--- config.mk ---
export PLATFORM = sky130hd
export DESIGN_NAME = feature_eval
export DESIGN_NICKNAME = d
export VERILOG_FILES = /design/src/rtl/classifier_pkg.sv /design/src/rtl/rect_corner_sum.sv /design/src/rtl/feature_eval.sv
export SDC_FILE = /design/constraint.sdc
export NUM_CORES = 1
export LEC_CHECK = 0
export CORE_MARGIN = 4
export CORE_UTILIZATION = 30
export CTS_CLUSTER_DIAMETER = 100
export CTS_CLUSTER_SIZE = 10
export DETAILED_ROUTE_END_ITERATION = 7
export HOLD_SLACK_MARGIN = 0.15
export PLACE_DENSITY_LB_ADDON = 0.15
export SLEW_MARGIN = 20
export SYNTH_ARGS = -nofsm -noshare
export SYNTH_HDL_FRONTEND = slang
export SYNTH_SLANG_ARGS = --single-unit
--- constraint.sdc ---
create_clock -name clk -period 10.79 [get_ports clk]
set_input_delay 1.6185 -clock clk [delete_from_list [all_inputs] [get_ports clk]]
set_output_delay 1.6185 -clock clk [all_outputs]
set_load 0.05 [all_outputs]
--- src/rtl/classifier_pkg.sv ---
// Shared types and width helpers for the Haar classifier datapath.
package classifier_pkg;

  localparam int CORNERS_PER_RECT = 4;

  typedef enum logic [1:0] {IDLE, CORNERS, EMIT} state_t;

  typedef enum logic [$clog2(CORNERS_PER_RECT)-1:0] {P1, P2, P3, P4} corner_t;

  function automatic int acc_width(input int w_data, input int w_weight, input int max_rects);
    return w_data + 2 + w_weight + $clog2(max_rects);
  endfunction

endpackage

--- src/rtl/rect_corner_sum.sv ---
// Four-corner rect summer: P1 - P2 + P3 - P4 over successive accepted samples.
// done strobes on the P4 sample; sum_next carries the finished rect sum in that cycle.
module rect_corner_sum
  import classifier_pkg::*;
#(
  parameter int W_DATA = 18
) (
  input  logic                     clk,
  input  logic                     rst_n,
  input  logic                     clear,
  input  logic                     en,
  input  logic [W_DATA-1:0]        din,
  output logic signed [W_DATA+1:0] sum_next,
  output logic                     done
);

  localparam int W_CNT = $clog2(CORNERS_PER_RECT);

  corner_t                  corner;
  logic [W_CNT-1:0]         corner_inc;
  logic signed [W_DATA+1:0] rect_sum;
  logic signed [W_DATA+1:0] din_ext;

  assign din_ext    = {2'b00, din};
  assign corner_inc = corner + W_CNT'(1);
  assign done       = en && (corner == P4);

  always_comb begin
    sum_next = din_ext;
    case (corner)
      P1:      sum_next = din_ext;
      P2, P4:  sum_next = rect_sum - din_ext;
      P3:      sum_next = rect_sum + din_ext;
      default: sum_next = din_ext;
    endcase
  end

  // Corner counter wraps P4 -> P1 so consecutive rects need no explicit restart.
  always_ff @(posedge clk or negedge rst_n) begin
    if (!rst_n) begin
      corner   <= P1;
      rect_sum <= '0;
    end else if (clear) begin
      corner   <= P1;
      rect_sum <= '0;
    end else if (en) begin
      corner   <= corner_t'(corner_inc);
      rect_sum <= sum_next;
    end
  end

endmodule

--- src/rtl/feature_eval.sv ---
// Weighted Haar-feature evaluator: sum over rects of weight[k] * (P1 - P2 + P3 - P4).
// Define FEATURE_EVAL_THRESH_EN to add feat_thresh and the registered sum_pass flag.
module feature_eval
  import classifier_pkg::*;
#(
  parameter int  W_DATA    = 18,
  parameter int  W_WEIGHT  = 8,
  parameter int  MAX_RECTS = 3,
  localparam int W_NR      = $clog2(MAX_RECTS + 1),
  localparam int W_ACC     = acc_width(W_DATA, W_WEIGHT, MAX_RECTS)
) (
  input  logic                            clk,
  input  logic                            rst_n,
  input  logic                            feat_valid,
  output logic                            feat_ready,
  input  logic [W_NR-1:0]                 feat_nrects,
  input  logic [MAX_RECTS*W_WEIGHT-1:0]   feat_weights,
`ifdef FEATURE_EVAL_THRESH_EN
  input  logic signed [W_ACC-1:0]         feat_thresh,
  output logic                            sum_pass,
`endif
  input  logic                            din_valid,
  output logic                            din_ready,
  input  logic [W_DATA-1:0]               din_data,
  output logic                            sum_valid,
  input  logic                            sum_ready,
  output logic signed [W_ACC-1:0]         sum_data
);

  state_t                          state;
  logic [W_NR-1:0]                 nrects_q;
  logic [W_NR-1:0]                 rect;
  logic [MAX_RECTS*W_WEIGHT-1:0]   weights_q;
  logic signed [W_ACC-1:0]         acc;

  logic                            feat_fire;
  logic                            din_fire;
  logic                            rect_done;
  logic                            last_rect;
  logic [W_NR-1:0]                 nrects_clamped;
  logic signed [W_DATA+1:0]        rect_sum_next;
  logic signed [W_WEIGHT-1:0]      weight_cur;
  logic signed [W_ACC-1:0]         rect_sum_ext;
  logic signed [W_ACC-1:0]         weight_ext;
  logic signed [W_ACC-1:0]         acc_next;

  assign feat_fire      = feat_valid && feat_ready;
  assign din_fire       = din_valid && din_ready;
  assign nrects_clamped = (feat_nrects > W_NR'(MAX_RECTS)) ? W_NR'(MAX_RECTS) : feat_nrects;
  assign last_rect      = (rect == nrects_q - W_NR'(1));

  rect_corner_sum #(
    .W_DATA (W_DATA)
  ) u_rect_corner_sum (
    .clk      (clk),
    .rst_n    (rst_n),
    .clear    (feat_fire),
    .en       (din_fire),
    .din      (din_data),
    .sum_next (rect_sum_next),
    .done     (rect_done)
  );

  always_comb begin
    weight_cur = '0;
    for (int k = 0; k < MAX_RECTS; k++) begin
      if (rect == W_NR'(k)) weight_cur = weights_q[k*W_WEIGHT +: W_WEIGHT];
    end
  end

  // W_ACC covers the largest possible product sum, so truncating the product never wraps.
  assign rect_sum_ext = {{(W_ACC-W_DATA-2){rect_sum_next[W_DATA+1]}}, rect_sum_next};
  assign weight_ext   = {{(W_ACC-W_WEIGHT){weight_cur[W_WEIGHT-1]}}, weight_cur};
  assign acc_next     = acc + rect_sum_ext * weight_ext;

  always_ff @(posedge clk or negedge rst_n) begin
    if (!rst_n) begin
      state      <= IDLE;
      feat_ready <= 1'b1;
      din_ready  <= 1'b0;
      sum_valid  <= 1'b0;
      sum_data   <= '0;
      nrects_q   <= '0;
      weights_q  <= '0;
      rect       <= '0;
      acc        <= '0;
    end else begin
      case (state)
        IDLE: begin
          if (feat_fire) begin
            nrects_q   <= nrects_clamped;
            weights_q  <= feat_weights;
            rect       <= '0;
            acc        <= '0;
            feat_ready <= 1'b0;
            if (nrects_clamped == '0) begin
              state     <= EMIT;
              sum_valid <= 1'b1;
              sum_data  <= '0;
            end else begin
              state     <= CORNERS;
              din_ready <= 1'b1;
            end
          end
        end
        CORNERS: begin
          if (rect_done) begin
            acc  <= acc_next;
            rect <= rect + W_NR'(1);
            if (last_rect) begin
              state     <= EMIT;
              din_ready <= 1'b0;
              sum_valid <= 1'b1;
              sum_data  <= acc_next;
            end
          end
        end
        EMIT: begin
          if (sum_ready) begin
            state      <= IDLE;
            sum_valid  <= 1'b0;
            feat_ready <= 1'b1;
          end
        end
        default: state <= IDLE;
      endcase
    end
  end

`ifdef FEATURE_EVAL_THRESH_EN
  localparam logic signed [W_ACC-1:0] ACC_ZERO = '0;

  logic signed [W_ACC-1:0] thresh_q;

  always_ff @(posedge clk or negedge rst_n) begin
    if (!rst_n) begin
      thresh_q <= '0;
      sum_pass <= 1'b0;
    end else if (state == IDLE && feat_fire) begin
      thresh_q <= feat_thresh;
      if (nrects_clamped == '0) sum_pass <= (ACC_ZERO >= feat_thresh);
    end else if (state == CORNERS && rect_done && last_rect) begin
      sum_pass <= (acc_next >= thresh_q);
    end
  end
`endif

endmodule

==> run_results.csv <==
group,metric,value,unit
pwr,fin_total_pwr,1.09,mW
critical_path,crit_slowest_cell,"fa_1",
cts,ctsResizeCount,0,
global_routing,grt_pass1_vias,10000,
hold_path,holdPathEnd,"acc[11]$_DFFE_PN0P_",
finish,multi_input_area,8920,um2
logic_synthesis,yosysWarnings,0,
finish,fin_util,35.8,%
routing,drc_errors,0,
global_routing,track_usage,15.9,%
critical_path,crit_family,"compound AO/OA/AOI/OAI gates",
routing,vias,9414,
cts,h-tree-depth,4,
critical_path,r2r-start,"u_rect_corner_sum.corner[0]$_DFFE_PN0P_",
finish,drive_above_1_share,7.71,%
critical_path,crit_required,11.16,ns
critical_path,r2r_cells,27,
cts,clockRootBuffer,"clkbuf_16",
floorplanning,die_area,45400,um2
pwr,leakage,7.26,nW
sta,max_clock_freq,0.102,GHz
sta,rsz0062_at_grt,"false",
routing,routed_via_density,4.71,
critical_path,critPathKind,"in -> reg",
critical_path,endpoint_kind,"flop",
critical_path,critPathLaunchType,"input pin",
finish,syn_to_final_growth,16.7,%
critical_path,worst_r2r_endpoint,"sum_data[27]$_DFFE_PN0P_",
cts,clk_pin_slew_worst_paths,0.06,ns
cts,postCtsHoldBufs,0,
critical_path,reg2reg_setup_slack,1.94,ns
pwr,vdd_ir_drop_max,0.000107,V
placed_design,gp_congestion,0.872,
floorplanning,die_w,213,um
routing,wirelength,34000,um
floorplanning,design.core.area,41200,um2
hold_path,hp-start,"acc[11]$_DFFE_PN0P_",
floorplanning,pin_count,82,
cts,cts_buffers,17,
finish,nFillCells,4246,
placed_design,port_buffers,81,
logic_synthesis,ys_seq_elements,115,
logic_synthesis,async_flop_share,100,%
floorplanning,die_h,213,um
logic_synthesis,syn_inst,1375,
cts,post_cts_buffers,0,
logic_synthesis,synth_ff_type,"dfrtp_1",
finish,layout_commonest_cell,"inv_1",
logic_synthesis,syn_nets,1685,
critical_path,slowest_delay,0.56,ns
sta,tightestPinTransition,0.962,ns
routing,dr.pass1.iters,4,
critical_path,crit_fanout,9,
sta,period_share,90.9,%
routing,wire_per_inst,17.0,um
hold_path,holdPathStages,2,
cts,cts_max_path_buffers,2,
logic_synthesis,yosys.area.top_type,"fa_1",
job,cap_violations,0,
cts,cts_tree,"built",
sta,finalSetupTns,0,ns
logic_synthesis,ys_types,64,
cts,cts_num_sinks,115,
routing,postRouteAntennaNets,0,
sta,hold_viol_final,0,
cts,clock_latency,0.44,ns
logic_synthesis,avgSynthCellArea,9.19,um2
critical_path,startpoint,"din_data[0]",
critical_path,arrival,10.19,ns
finish,final-seq-area,2880,um2
global_routing,overflow,0,
sta,timing.hold.ws,0.480,ns
logic_synthesis,syn_area,12600,um2
global_routing,grt_pass1_wl,56300,um
logic_synthesis,ys_seq_area_share,22.8,%
hold_path,hold_path_class,"reg -> reg",
logic_synthesis,synth-edff-count,0,
finish,layout.nets,1764,
floorplanning,initial_core_util,30.7,%
sta,maxSlewViolCount,0,
placed_design,hpwlAfterDp,27100,um
finish,final_cell_mix,"170 x inv_1, 166 x fa_1, 157 x nor2_1",
floorplanning,rows,74,
logic_synthesis,synth_area_leaders,"fa_1 26%, dfrtp_1 23%, ha_1 9.4%",
sta,min_period,9.81,ns
sta,setup_viol,0,
sta,skew,0.0149,ns
logic_synthesis,synth_top_area_share,26.3,%
global_routing,grt_max_degree,61,
global_routing,antenna_found_initial,0,
run_status,status,"completed",
pwr,powerDensity,74.2,nW/um2
routing,drt_iter0_markers,462,
critical_path,timing.critical_path.buf_inv,3,
sta,relSlewSlack,35.9,%
-- cells in the mapped netlist (all sizes together), types with 2 or more instances --
cell / n
inv: 171
fa: 166
nor2: 157
nand2: 143
dfrtp: 114
ha: 95
o21ai: 88
a21oi: 80
clkbuf: 44
xnor2: 37
mux2: 30
nand2b: 30
xor2: 25
a21o: 23
nand3: 19
a211oi: 16
and2: 15
or2: 13
o21a: 9
and3: 8
nor2b: 8
o31ai: 8
nor3: 7
buf: 6
o211ai: 6
mux2i: 5
o21bai: 5
a22o: 4
a31o: 4
or3: 4
a2111oi: 3
a21boi: 3
a221oi: 3
a41oi: 3
o22ai: 3
a2111o: 2
a211o: 2
a31oi: 2
nor3b: 2
-- worst max-delay path by stage --
stage	depth (start not counted)	endpoint
global placement	29	sum_data[27]$_DFFE_PN0P_
detailed placement	29	acc[27]$_DFFE_PN0P_
global route	30	sum_data[27]$_DFFE_PN0P_
CTS	29	sum_data[27]$_DFFE_PN0P_
floorplan	29	acc[29]$_DFFE_PN0P_
finish	30	sum_data[27]$_DFFE_PN0P_
-- worst reg2reg max path: stages, from the launching register on --
cell       delay, ns
dfrtp_1         0.40
inv_1           0.09
ha_1            0.64
mux2_2          0.43
ha_1            0.29
a211oi_1        0.36
o211ai_1        0.20
a221oi_1        0.51
o31ai_1         0.26
a2111oi_0       0.46
a21oi_1         0.07
a41o_1          0.38
nand2b_1        0.22
fa_1            0.50
inv_1           0.06
fa_1            0.48
fa_1            0.56
fa_1            0.42
ha_1            0.30
ha_1            0.37
nand4_1         0.20
a2111oi_0       0.47
nor2_1          0.19
o21ai_1         0.23
a21oi_1         0.12
o21ai_1         0.15
xor2_1          0.24
a31o_2          0.18
-- where the power goes --
| group | internal [mW] | leakage (nW) | switching (mW) |
|---|---|---|---|
| combinational | 0.0303 | 5.39 | 0.0429 |
| clock | 0.368 | 0.285 | 0.222 |
| sequential | 0.431 | 1.58 | 0 |
| total | 0.830 | 7.26 | 0.265 |
-- through the flow --
step	instance area, um2	cells	setup slack, ns
2_1_floorplan	12600	1375	1.72
4_1_cts	14700	1998	1.04
3_5_place_dp	14100	1967	0.609
3_3_place_gp	14100	1967	0.734
5_1_grt	14700	1998	0.244
6_report	14700	1999	0.977
-- final cells by class --
cell class | count | share of cell area [%]
inverter | 172 | 4.38
clock inverter | 12 | 1.07
antenna | 1 | 0.0170
clock buffer | 19 | 3.00
timing repair buffer | 110 | 6.96
sequential | 115 | 19.5
multi-input combinational | 1038 | 60.5
tap | 532 | 4.51
-- flip-flops by register name, indices dropped and copies added (netlist names) --
register,flops
nrects_q,2
acc,30
sum_valid,1
u_rect_corner_sum.rect_sum,20
din_ready,1
u_rect_corner_sum.corner,2
sum_data,30
state,2
feat_ready,1
weights_q,24
rect,2
-- layer usage --
metal / global-route usage [%] / vias to the layer above / part of all wire, %
li1: - / 4632 / -
met2: 22.6 / 123 / 41
met5: 0 / - / 0
met1: 25.2 / 4646 / 55
met4: 3.42 / 0 / 0.75
met3: 2.62 / 13 / 3.6
-- cell families (layout without fill, tap and decap cells) --
group	count (synthesis)	after routing	synth area share (%)
AO/OA/AOI/OAI	269	269	13.0
XOR/XNOR	62	62	4.36
adder cells (fa/ha/maj)	261	261	35.7
buffers and inverters	222	313	6.62
flip-flops	115	115	22.8
multiplexers	35	35	3.07
other	0	1	0
AND/OR/NAND/NOR	411	411	14.4
Note: power is estimated with default switching activity, not from simulation.
==> edit: new RTL, same settings <==
Re-encode `state_t` (3 states) as one-hot, 3 bits wide.
--- a/src/rtl/classifier_pkg.sv
+++ b/src/rtl/classifier_pkg.sv
@@ -3,7 +3,7 @@
 
   localparam int CORNERS_PER_RECT = 4;
 
-  typedef enum logic [1:0] {IDLE, CORNERS, EMIT} state_t;
+  typedef enum logic [2:0] {IDLE = 3'b001, CORNERS = 3'b010, EMIT = 3'b100} state_t;
 
   typedef enum logic [$clog2(CORNERS_PER_RECT)-1:0] {P1, P2, P3, P4} corner_t;
 
Behaviour: same outputs for any inputs over 4 cycles, from zero or initial values and one cycle with rst_n low; so few cycles prove little.
==> edit against the unedited design <==
Final area up 4.2%. Cell count increased by 5.2%. Wire length rose by 10%. Setup slack better by 0.16 ns. Die area rose by 5.0%. Synthesized area rose by 5.2%. Clock skew fell by 0.0062 ns. Sequential cell count increased by 1. Critical path type unchanged.
Power is not compared: it rests on default switching activity, and its combinational part moved more than twofold at a synthesized area within 25%.
==> edit: results <==
[run_status]
outcome = "finished clean"

[global_route]
met2_usage_pct = 23.6
antenna_found_initial = 0
grt_use_met3_pct = 2.99
use_met1_pct = 25.8
grt_pass1_vias = 10900
grt_max_degree = 60
grt_pass1_wl_um = 62000
track_usage_pct = 16.5

[clock_tree]
cts_max_level = 4
cts_buffer_depth = 2
hold_buffers = 0
root_buffer = "clkbuf_16"
clkTransAtPathRegs_ns = 0.06
post_cts_buffers = 0
cts-buffers-inserted = 17
clk_latency_ns = 0.44

[layout]
antenna_cells = 0
nNetsFinal = 1813
fillers = 4496
top_regs = "acc: 30 flops, sum_data: 30 flops, weights_q: 24 flops"
drive_above_1_share_pct = 5.73

[synthesis]
yosys-top-cells-area = "fa_1 25%, dfrtp_1 21%, ha_1 8.7%"
ys_top_cells_by_count = "175 x nor2_1, 167 x inv_1, 166 x fa_1, 114 x dfrtp_1, 111 x nand2_1"
ys_types = 66
synth_edf_count = 0
yosys_warnings = 0
synth-seq-area-share_pct = 21.9
synth_ff_type = "dfrtp_1"

[detailed_routing]
viasPerCell = 4.89
dr.pass1.iters = 5
wl_per_cell_um = 17.8
drt_iter0_drc = 509

[placement]
dpl.hpwl_um = 29700
numPortBuffers = 81
dpl_cell_area_um2 = 14800
globalplace.congestion = 0.833
place_ws_ns = 0.746

[worst_setup_path]
r2r_end = "sum_data[22]"
r2r_setup_slack_ns = 2.30
cpPeakStageDelay_ns = 0.81
worst_ep_arrival_time_ns = 10.01
cpMaxStageDelayCell = "nor2_1"
critPathMaxFanout = 10
r2r-start = "u_rect_corner_sum.corner[0]"
startpoint = "din_data[5]"
path_delay_family = "adder cells"
r2r_cells = 24

[floorplan]
die_width_um = 218

[sta]
fin_skew_ns = 0.00874
post-route-period-util_pct = 89.4
tightestPinTransition_ns = 1.02

[power]
intPower_w = 0.00135
-- edit: cell count changes after synthesis, sizes merged, moves of 13 or more --
| cell | delta |
|---|---|
| mux2 | +18 |
| o21ai | -23 |
| nor2 | +18 |
| a31oi | +13 |
| nand2 | -32 |
| nor3 | +21 |
-- edit: kinds of logic (layout without fill, tap and decap cells) --
| logic type | Yosys count | after routing | synth area share (%) |
|---|---|---|---|
| compound gates | 287 | 287 | 14.1 |
| xor+xnor | 49 | 49 | 3.29 |
| fa+ha+maj | 258 | 258 | 33.7 |
| buf+inv | 226 | 301 | 6.45 |
| flops | 116 | 116 | 21.9 |
| mux | 59 | 59 | 4.90 |
| simple gates | 448 | 448 | 15.7 |
-- edit: worst min path at each step --
stage                       startpoint           end  slack (ns)  depth (start not counted)
after floorplan                acc[19]       acc[19]        0.45                          2
after global placement    sum_data[19]  sum_data[19]        0.46                          2
after detailed placement        acc[5]        acc[5]        0.47                          2
after CTS                       acc[5]        acc[5]        0.48                          2
after global routing      weights_q[8]  weights_q[8]        0.51                          1
final                           acc[5]        acc[5]        0.47                          2
-- edit: metal layers --
layer / routed length (um) / share of wire, % / vias up
met4: 566 / 1.5 / 0
met2: 15500 / 41 / 183
met3: 1460 / 3.9 / 26
li1: - / - / 4969
met5: 0 / 0 / -
met1: 20000 / 53 / 5096
-- edit: power by group through the flow --
stage / logic, W / registers, W / clock network (W)
after detailed placement: 0.00146 / 0.000518 / 0
after global routing: 0.00163 / 0.000515 / 0.000616
after CTS: 0.00147 / 0.000511 / 0.000596
final: 0.00148 / 0.000511 / 0.000580
after floorplan: 0.00101 / 0.000507 / 0
after global placement: 0.00145 / 0.000518 / 0
-- edit: layout make-up --
| type | count | area [um^2] | share of cell area [%] |
|---|---|---|---|
| tap | 585 | 732 | 4.76 |
| multi-input combinational | 1101 | 9550 | 62.2 |
| sequential | 116 | 2910 | 18.9 |
| clock inverter | 9 | 104 | 0.676 |
| clock buffer | 22 | 474 | 3.09 |
| timing repair buffer | 103 | 973 | 6.33 |
| inverter | 167 | 627 | 4.08 |
-- edit: metrics by stage --
| step | power, W | instances |
|---|---|---|
| detailed placement | 0.00198 | 2072 |
| global placement | 0.00197 | 2072 |
| floorplan | 0.00152 | 1443 |
| CTS | 0.00258 | 2103 |
| finish | 0.00257 | 2103 |
| global route | 0.00276 | 2103 |
-- edit: tightest hold or removal path, delay by kind of cell (launching register included) --
family           cells  cell delay (ns)
AO/OA/AOI/OAI        1             0.05
flip-flops           1             0.34
AND/OR/NAND/NOR      1             0.05
